--- config.mk ---
export PLATFORM = sky130hd
export DESIGN_NAME = rr_var_picker
export DESIGN_NICKNAME = d
export VERILOG_FILES = /design/src/rtl/rr_var_picker.sv
export SDC_FILE = /design/constraint.sdc
export NUM_CORES = 1
export LEC_CHECK = 0
export ABC_AREA = 0
export BUFFER_PORTS_ARGS = -buffer_cell sky130_fd_sc_hd__buf_2
export CAP_MARGIN = 20
export CORE_MARGIN = 2
export CORE_UTILIZATION = 26
export CTS_CLUSTER_DIAMETER = 50
export DETAILED_ROUTE_END_ITERATION = 10
export GPL_ROUTABILITY_DRIVEN = 0
export PLACE_DENSITY_LB_ADDON = 0.05
export SETUP_SLACK_MARGIN = 0.3
export SLEW_MARGIN = 25
export SYNTH_ARGS = -nofsm -noshare
export SYNTH_HDL_FRONTEND = slang
export SYNTH_SLANG_ARGS = --single-unit
--- constraint.sdc ---
create_clock -name clk -period 2.9 [get_ports clk]
set_clock_uncertainty 0.2 [all_clocks]
set_input_delay 0 -clock clk [delete_from_list [all_inputs] [get_ports clk]]
set_output_delay 0 -clock clk [all_outputs]
set_load 0.005 [all_outputs]
--- src/rtl/rr_var_picker.sv ---
// Round-robin variable picker for the solver's branching logic.
//
// Given a mask of unassigned variables, returns the index of the first
// unassigned variable at or after an internal pointer, wrapping around.
// The sampled mask is realigned (rotated right by the pointer) into rot_q,
// then priority-encoded. After each non-empty pick that is accepted, the
// pointer moves to one past the granted index. An empty pick leaves the
// pointer unchanged.
//
// Ports:
//   clk          clock, all state on rising edge
//   reset        asynchronous, active-high reset
//   req_valid    mask presented for a pick
//   req_ready    block can accept a request (IDLE only)
//   mask         bit i = 1: variable i unassigned; sampled on request handshake
//   grant_valid  pick result available (HOLD)
//   grant_ready  consumer accepts result
//   grant_idx    picked variable index, 0..N-1
//   grant_none   sampled mask was all zero; grant_idx = 0
module rr_var_picker #(
   parameter int unsigned N = 8,
   localparam int unsigned W = $clog2(N)
) (
   input  logic         clk,
   input  logic         reset,
   input  logic         req_valid,
   output logic         req_ready,
   input  logic [N-1:0] mask,
   output logic         grant_valid,
   input  logic         grant_ready,
   output logic [W-1:0] grant_idx,
   output logic         grant_none
);

   localparam logic [W:0]   NWide   = (W+1)'(N);
   localparam logic [W-1:0] LastIdx = W'(N - 1);

   typedef enum logic [1:0] {StIdle, StScan, StHold} state_e;

   state_e         state_q, state_d;
   logic [W-1:0]   ptr_q, ptr_d;
   logic [N-1:0]   rot_q, rot_d;
   logic [W-1:0]   grant_idx_q, grant_idx_d;
   logic           grant_none_q, grant_none_d;

   // Rotate right by ptr: doubling the mask makes the wrap work for any N,
   // not just powers of two. ptr is always < N so the low N bits suffice.
   logic [2*N-1:0] mask_dbl_shr;
   logic [N-1:0]   mask_rot;

   assign mask_dbl_shr = {mask, mask} >> ptr_q;
   assign mask_rot     = mask_dbl_shr[N-1:0];

   // Lowest set bit of the realigned mask = distance from ptr to the pick.
   logic [W-1:0] lowest;

   always_comb begin
      lowest = '0;
      for (int i = N - 1; i >= 0; i--) begin
         if (rot_q[i]) begin
            lowest = W'(i);
         end
      end
   end

   // ptr + offset computed one bit wider, then folded back into 0..N-1.
   logic [W:0]   idx_sum;
   logic [W-1:0] idx_wrapped;

   always_comb begin
      idx_sum     = {1'b0, ptr_q} + {1'b0, lowest};
      idx_wrapped = idx_sum[W-1:0];
      if (idx_sum >= NWide) begin
         idx_wrapped = W'(idx_sum - NWide);
      end
   end

   always_comb begin
      state_d      = state_q;
      ptr_d        = ptr_q;
      rot_d        = rot_q;
      grant_idx_d  = grant_idx_q;
      grant_none_d = grant_none_q;

      unique case (state_q)
         StIdle: begin
            if (req_valid) begin
               rot_d   = mask_rot;
               state_d = StScan;
            end
         end
         StScan: begin
            if (rot_q == '0) begin
               grant_none_d = 1'b1;
               grant_idx_d  = '0;
            end else begin
               grant_none_d = 1'b0;
               grant_idx_d  = idx_wrapped;
            end
            state_d = StHold;
         end
         StHold: begin
            if (grant_ready) begin
               state_d = StIdle;
               if (!grant_none_q) begin
                  ptr_d = (grant_idx_q == LastIdx) ? '0 : grant_idx_q + W'(1);
               end
            end
         end
         default: state_d = StIdle;
      endcase
   end

   always_ff @(posedge clk or posedge reset) begin
      if (reset) begin
         state_q      <= StIdle;
         ptr_q        <= '0;
         rot_q        <= '0;
         grant_idx_q  <= '0;
         grant_none_q <= 1'b0;
      end else begin
         state_q      <= state_d;
         ptr_q        <= ptr_d;
         rot_q        <= rot_d;
         grant_idx_q  <= grant_idx_d;
         grant_none_q <= grant_none_d;
      end
   end

   assign req_ready   = (state_q == StIdle);
   assign grant_valid = (state_q == StHold);
   assign grant_idx   = grant_idx_q;
   assign grant_none  = grant_none_q;

endmodule

# Word-level counts from Yosys, hierarchy flattened

Index checks and enable logic that the tools add are counted.

Register bits after elaboration: 17
Input port bits: 12
Output and inout port bits: 6
Logic and storage cells: 36

$add $sub $neg: 3
Magnitude comparators: 1
Eq/ne operators: 5
Shifts and indexed selects: 1
Muxes and demuxes: 15
Bitwise logic cells: 1
Reductions and logical operators: 5

Operator list:

| kind                | count |
|---|---|
| $mux 3              | 11 |
| $shr 16x3->8        | 1 |
| $logic_not 8->1     | 1 |
| $pmux 2 s3          | 1 |
| $add 3x3->4         | 1 |
| $ge 4x4->1 const B  | 1 |
| $mux 2              | 2 |
| $reduce_and 2->1    | 2 |
| $add 3x1->3 const B | 1 |
| $eq 3x3->1 const B  | 1 |
| $reduce_and 3->1    | 1 |
| $sub 3x1->3 const B | 1 |
| $eq 2x1->1 const B  | 1 |
| $eq 2x2->1 const B  | 1 |
| $logic_not 2->1     | 1 |
| $ne 2x1->1 const B  | 1 |
| $ne 2x2->1 const B  | 1 |
| $mux 1              | 1 |
| $not 1->1           | 1 |

# Depth between registers and ports, before layout

Gate-level depths: netlist (run 1).

Depth in word-level cells: 12
Gate-level depth with buffers: 11
Depth with buffers taken out: 11

# Worst setup path before layout (run 1)

Ideal clock, no wire load.

Kind: flip-flop to flip-flop
Start: register rot_q[6]
End: register grant_idx_q[2], in the netlist grant_idx[2]
Library setup time: 0.131 ns
Data arrival time: 1.834 ns
Required time: 2.569 ns
Slack: 0.736 ns
Cell stages (with the launch flop): 12
Path buffers: 0
Period minus slack after synthesis: 2.164 ns
Cell sequence: dfrtp_1 > nand2b_1 > a21oi_1 > o21bai_1 > a21oi_1 > ha_1 > inv_1 > fa_1 > xnor2_1 > nor3_2 > a21oi_1 > o21ai_1

Longest elaborated chain between the ends: 11
Elaborated cells between the ends (all ways): 13
Classes of those cells: add/sub (2); order compare (1); mux (9); reduce/logical (1)

RTL lines:

| element                                   | RTL line | RTL |
|---|---|---|
| from (decl)                               | 42       | `logic [N-1:0] rot_q, rot_d;` |
| from (signal assigned)                    | 124      | `rot_q <= rot_d;` |
| $mux 3 (7 in a row)                       | 60       | `if (rot_q[i]) begin` |
| $add 3x3->4                               | 71       | `idx_sum = {1'b0, ptr_q} + {1'b0, lowest};` |
| $ge 4x4->1 or $sub 3x1->3 (tied branches) | 73, 74   |  |
| $mux 3                                    | 73       | `if (idx_sum >= NWide) begin` |
| $mux 3 *                                  | 93       | `if (rot_q == '0) begin` |
| to (signal assigned)                      | 125      | `grant_idx_q <= grant_idx_d;` |
| to (decl)                                 | 43       | `logic [W-1:0] grant_idx_q, grant_idx_d;` |

Every way passes the cells marked *; elsewhere a longest branch is shown, timed or not.
A chain may end at the register's enable or synchronous reset.

# Final worst setup path (run 1)

Ends and elaborated chain as after synthesis.

==> metrics.yaml, run 1 <==
crit_fanout: 4
worst_ep_required_time_ns: 2.84
setup_tns_ns: 0
grt.overflow.total: 0
p_total_mw: 1.308
endpoint_kind: "flop"
grt_pass1_wl_um: 4126
dp_hpwl_um: 1913
fmax_ghz: 0.4366
max-slew-margin-rel_pct: 53.16
wl_met2_um: 1202
clockBufferDepth: 2
synth_warnings: 0
max-cap-violations: 0
synth_area_leaders: "dfrtp_1 (40%), o22ai_1 (9.4%), mux2_2 (8.5%)"
die_area_mm2: 0.004623
power_density_mw_per_mm2: 1047
setup-violations-final: 0
final_layout_size_suffix_gt1_share_pct: 27.13
num_rows: 23
reg2reg_depth: 11
grt_max_degree: 18
clk_latency_ns: 0.26
synth_cell_types: 30
worst-path-stages: 11
hold_depth: 3
final_cell_mix: "dfrtp_1 (17), buf_2 (17), o22ai_1 (16)"
path_cells: "nand2b_1, a21oi_1, o21bai_1, a21oi_1, ha_1, inv_1, fa_1, xnor2_1, nor3_2, a21oi_1, o21ai_1"
drt-pass1-iter-count: 4
htree_num_levels: 1
chipHeight_um: 68.00
antenna_found_initial: 0
cp.arrival_ns: 2.23
max_slew.worst_pin.slew_ns: 0.7018
clkTransAtPathRegs_ns: 0.07
cts_resized: 0
hold_viol_final: 0
max-vdd-ir-drop_v: 0.0002298
wl_per_cell_um: 13.98
synth_nets: 128
num_io_pins: 18
drtAntennaViolNets: 0
slowest_delay_ns: 0.41
grt_pass1_vias: 855
crit_type: "reg2reg"
antenna_cells: 0
met1_length_um: 1162
area_growth_pct: 17.39
crit_top_cell: "a21oi_1"
synthCells: 112
avgSynthCellArea_um2: 9.507
port_buffers: 17
cts_root_buf: "clkbuf_8"
drt_iter0_markers: 30
ys_ff_latch: 17
viasPerCell: 5.000
p_leak_nw: 0.5552
core_mm2: 0.003971
worstSetupStartpointType: "flop"
finalNetCount: 146
met3_length_um: 102
drc: 0
cts_buffers: 3
wirelength_um: 2503
synth_top_area_cell: "dfrtp_1"
die_w_um: 68.00
drv_slew: 0
cts_tree: "done"
finalCriticalPeriod_ns: 2.291
critPathSlowestCell: "dfrtp_1"
top_layer: "met4"
hold_class: "in2reg"
grt_use_total_pct: 12.38
finalCritPeriodShare_pct: 78.99
crit_family: "compound AO/OA/AOI/OAI gates"
clock_sinks: 17
start_util_pct: 26.81
synth_area_mm2: 0.001065
rsz0062_at_grt: "no"
route.vias.total: 895
seq_area_frac_synth_pct: 39.95
crit_buf_inv: 1
outcome: "finished clean"
synth_top_area_share_pct: 39.95
## final cells by class
cell class / instances / area (µm²)
Fill cell: 434 / 2721
Inverter: 7 / 26.28
Clock inverter: 1 / 5.005
Sequential cell: 17 / 425.4
Clock buffer: 3 / 41.29
Timing Repair Buffer: 19 / 105.1
Multi-Input combinational cell: 82 / 584.3
Tap cell: 50 / 62.56
## synth_stat cells
library cell and count:
o21bai_1 1, nor3b_2 1, o31ai_1 7, nor3_1 1, buf_4 1, a21oi_1 3, nand2b_4 1, mux2_2 8
inv_2 1, nand3b_1 1, xnor2_1 1, o22ai_1 16, fa_1 1, inv_1 6, or4_4 1, clkbuf_2 1
nor2_1 5, buf_2 1, mux2_1 2, dfrtp_1 17, o21ai_1 7, ha_1 3, or2_1 1, nand2_1 12
nand2b_1 5, clkbuf_1 3, or3_1 2, nor4_2 1, a22o_1 1, nor3_2 1
## report_power, final
group	switching [mW]	internal [mW]	total, mW
combinational	0.350	0.308	0.658
clock	0.0855	0.0954	0.181
sequential	0.123	0.347	0.470
## metrics by stage
stage / instances / area, µm² / utilization (%) / setup WS [ns] / hold WS (ns)
finish: 179 / 1250 / 31.47 / 0.6094 / 0.08900
global route: 179 / 1250 / 31.47 / 0.4164 / 0.1510
CTS: 179 / 1250 / 31.47 / 0.5895 / 0.09813
detailed placement: 173 / 1184 / 29.80 / 0.6116 / -0.04922
global placement: 173 / 1184 / 29.80 / 0.6501 / -0.04994
floorplan: 112 / 1065 / - / 0.7357 / -0.2739
## tightest hold or removal path: stages
cell,delay (ns)
buf_2,0.08
nand2_1,0.27
inv_2,0.16
## metal layers
| metal | up-vias | track usage (%) |
|---|---|---|
| met4 | 0 | 5.250 |
| met5 | - | 0 |
| met2 | 22 | 19.05 |
| li1 | 442 | - |
| met1 | 427 | 16.78 |
| met3 | 4 | 2.467 |
## what timing repair did
action / 4_1_cts / 5_1_grt
hold endpoints to repair: 18 / 0
hold buffers: 2 / 0
setup buffers: 0 / 0
## final timing paths
check / from / end / slack [ns]
max in group asynchronous: reset / rot_q[0] / 1.86
min in group asynchronous: reset / rot_q[5] / 0.19
worst max register to register: rot_q[6] / grant_idx[2] / 0.61
worst max-delay path: rot_q[6] / grant_idx[2] / 0.61
worst min-delay path: req_valid / state_q[0] / 0.09
worst min register to register: grant_idx[0] / grant_idx[0] / 0.34
## cells by family after synthesis
| logic type | count (synthesis) | synth area share (%) |
|---|---|---|
| flip-flops | 17 | 39.95 |
| AO/OA/AOI/OAI | 35 | 20.56 |
| AND/OR/NAND/NOR | 32 | 17.51 |
| adder cells (fa/ha/maj) | 4 | 5.406 |
| buffers and inverters | 13 | 5.169 |
| multiplexers | 10 | 10.58 |
| XOR/XNOR | 1 | 0.8227 |
## sequential cells by signal, indices dropped and copies added, names as in the netlist
register	flops
state_q	2
grant_idx	3
rot_q	8
grant_none	1
ptr_q	3
Note: power is estimated with default switching activity, not from simulation.
==> run 2, diff against run 1 <==
Clock period 2.9 ns to 2.3 ns, I/O delays scaled along.
==> metrics.yaml, run 2 (synthesized netlist as in run 1, its figures left out) <==
num_rows: 23
power_density_mw_per_mm2: 1340
largest_reg_flops: 8
path_cells: "nand2b_4, a21oi_2, o21bai_1, a21oi_1, ha_2, inv_2, fa_2, xnor2_2, nor3_2, a21oi_1, o21ai_1"
core_mm2: 0.003971
final_util_pct: 32.70
port_buffers: 17
clkTransAtPathRegs_ns: 0.07
stdcell_area_mm2: 0.001299
finalNetCount: 149
crit_top_cell: "a21oi_1"
cts_tree: "done"
cts_buffers: 3
seqPwrFrac_pct: 34.6
drtAntennaViolNets: 0
clk_latency_ns: 0.25
final_cell_mix: "buf_2 (17), o22ai_1 (16), dfrtp_1 (16)"
rsz0062_at_grt: "yes"
p_leak_nw: 0.5750
final_layout_size_suffix_gt1_share_pct: 32.58
grt.overflow.total: 0
hold_viol_final: 0
start_util_pct: 26.81
drt-pass1-iter-count: 4
max-vdd-ir-drop_v: 0.0003912
grt_max_degree: 18
worstSetupStartpointType: "flop"
place_area_mm2: 0.001209
dp_hpwl_um: 1938
setup-violations-final: 0
max_slew.worst_pin.slew_ns: 0.6858
route.vias.total: 892
drv_slew: 0
finalCritPeriodShare_pct: 95.24
die_area_mm2: 0.004623
area_growth_pct: 21.97
die_w_um: 68.00
dp.cells: 175
viasPerCell: 4.901
num_io_pins: 18
p_total_mw: 1.741
critPathSlowestCell: "dfrtp_1"
clockBufferDepth: 2
wirelength_um: 2579
endpoint_kind: "flop"
chipHeight_um: 68.00
drc: 0
antenna_cells: 0
grt_pass1_vias: 901
cts_root_buf: "clkbuf_8"
antenna_found_initial: 0
grt_use_total_pct: 12.62
max-slew-margin-rel_pct: 54.23
switching_share_pct: 42.32
drt_iter0_markers: 24
crit_fanout: 2
wl_per_cell_um: 14.17
crit_type: "reg2reg"
htree_num_levels: 1
worst_ep_required_time_ns: 2.23
cp.arrival_ns: 2.12
final_common_cell: "buf_2"
grt_pass1_wl_um: 4312
finalCriticalPeriod_ns: 2.191
cts_setup_buffers: 0
top_register: "rot_q"
stdcell_count: 182
clock_sinks: 17
comb_power_share_pct: 52.4
slowest_delay_ns: 0.38
fmax_ghz: 0.4565
power.switching_mw: 0.7368
max-cap-violations: 0
power_frac_clock_pct: 13.0
hold_class: "in2reg"
outcome: "finished clean"
internal_power_mw: 1.004
run 2: cell type report:
cell class	count	area [µm²]
Fill cell	435	2673
Multi-Input combinational cell	82	608.1
Sequential cell	17	426.7
Timing Repair Buffer	22	130.1
Tap cell	50	62.56
Clock buffer	4	45.04
Inverter	7	26.28
run 2: power by group through the flow:
stage / sequential (mW) / combinational [mW] / clock [mW]
global placement: 0.598 / 0.893 / 0
finish: 0.602 / 0.912 / 0.227
detailed placement: 0.601 / 0.889 / 0
CTS: 0.596 / 0.901 / 0.234
global route: 0.630 / 1.04 / 0.252
floorplan: 0.548 / 0.715 / 0
run 2: repair_timing:
action / in CTS / in global routing
gates resized for setup: 0 / 5
endpoints found under the hold margin: 19 / 0
hold buffers: 3 / 0
setup endpoints to repair: 2 / 2
pin swaps: 2 / 1
cloned: 0 / 0
run 2: through the flow:
stage | setup WS [ns] | hold WS (ns) | setup TNS, ns
6_report | 0.1095 | 0.1043 | 0
5_1_grt | -0.02799 | 0.1358 | -0.02799
4_1_cts | 0.09968 | 0.1043 | 0
3_5_place_dp | 0.08813 | -0.06248 | 0
3_3_place_gp | 0.1323 | -0.06456 | 0
2_1_floorplan | 0.1809 | -0.2739 | 0
run 2: critical path: cells and delay by family, from the launching register on:
kind | cells | cell delay, ns
AOI/OAI and AO/OA | 5 | 0.55
xor gates and xnor gates | 1 | 0.18
adders and majority gates | 2 | 0.54
buffers and inverters | 1 | 0.04
DFF | 1 | 0.38
and+or+nand+nor | 2 | 0.19
run 2: worst paths after layout:
kind                                from            to  slack, ns  cells after the start
worst max-delay path            rot_q[6]  grant_idx[2]       0.11                     11
worst min register to register  rot_q[2]      rot_q[2]       0.33                      2
max in group asynchronous          reset      rot_q[7]       1.23                      3
min in group asynchronous          reset    state_q[1]       0.19                      3
worst max register to register  rot_q[6]  grant_idx[2]       0.11                     11
worst min-delay path             mask[2]      rot_q[6]       0.10                      4
run 2: routing by layer:
metal | GRT usage, % | up-vias | share of wire [%]
li1 | - | 448 | -
met1 | 15.47 | 419 | 46
met2 | 21.48 | 21 | 48
met3 | 1.974 | 4 | 3.8
met4 | 6.000 | 0 | 1.6
met5 | 0 | - | 0
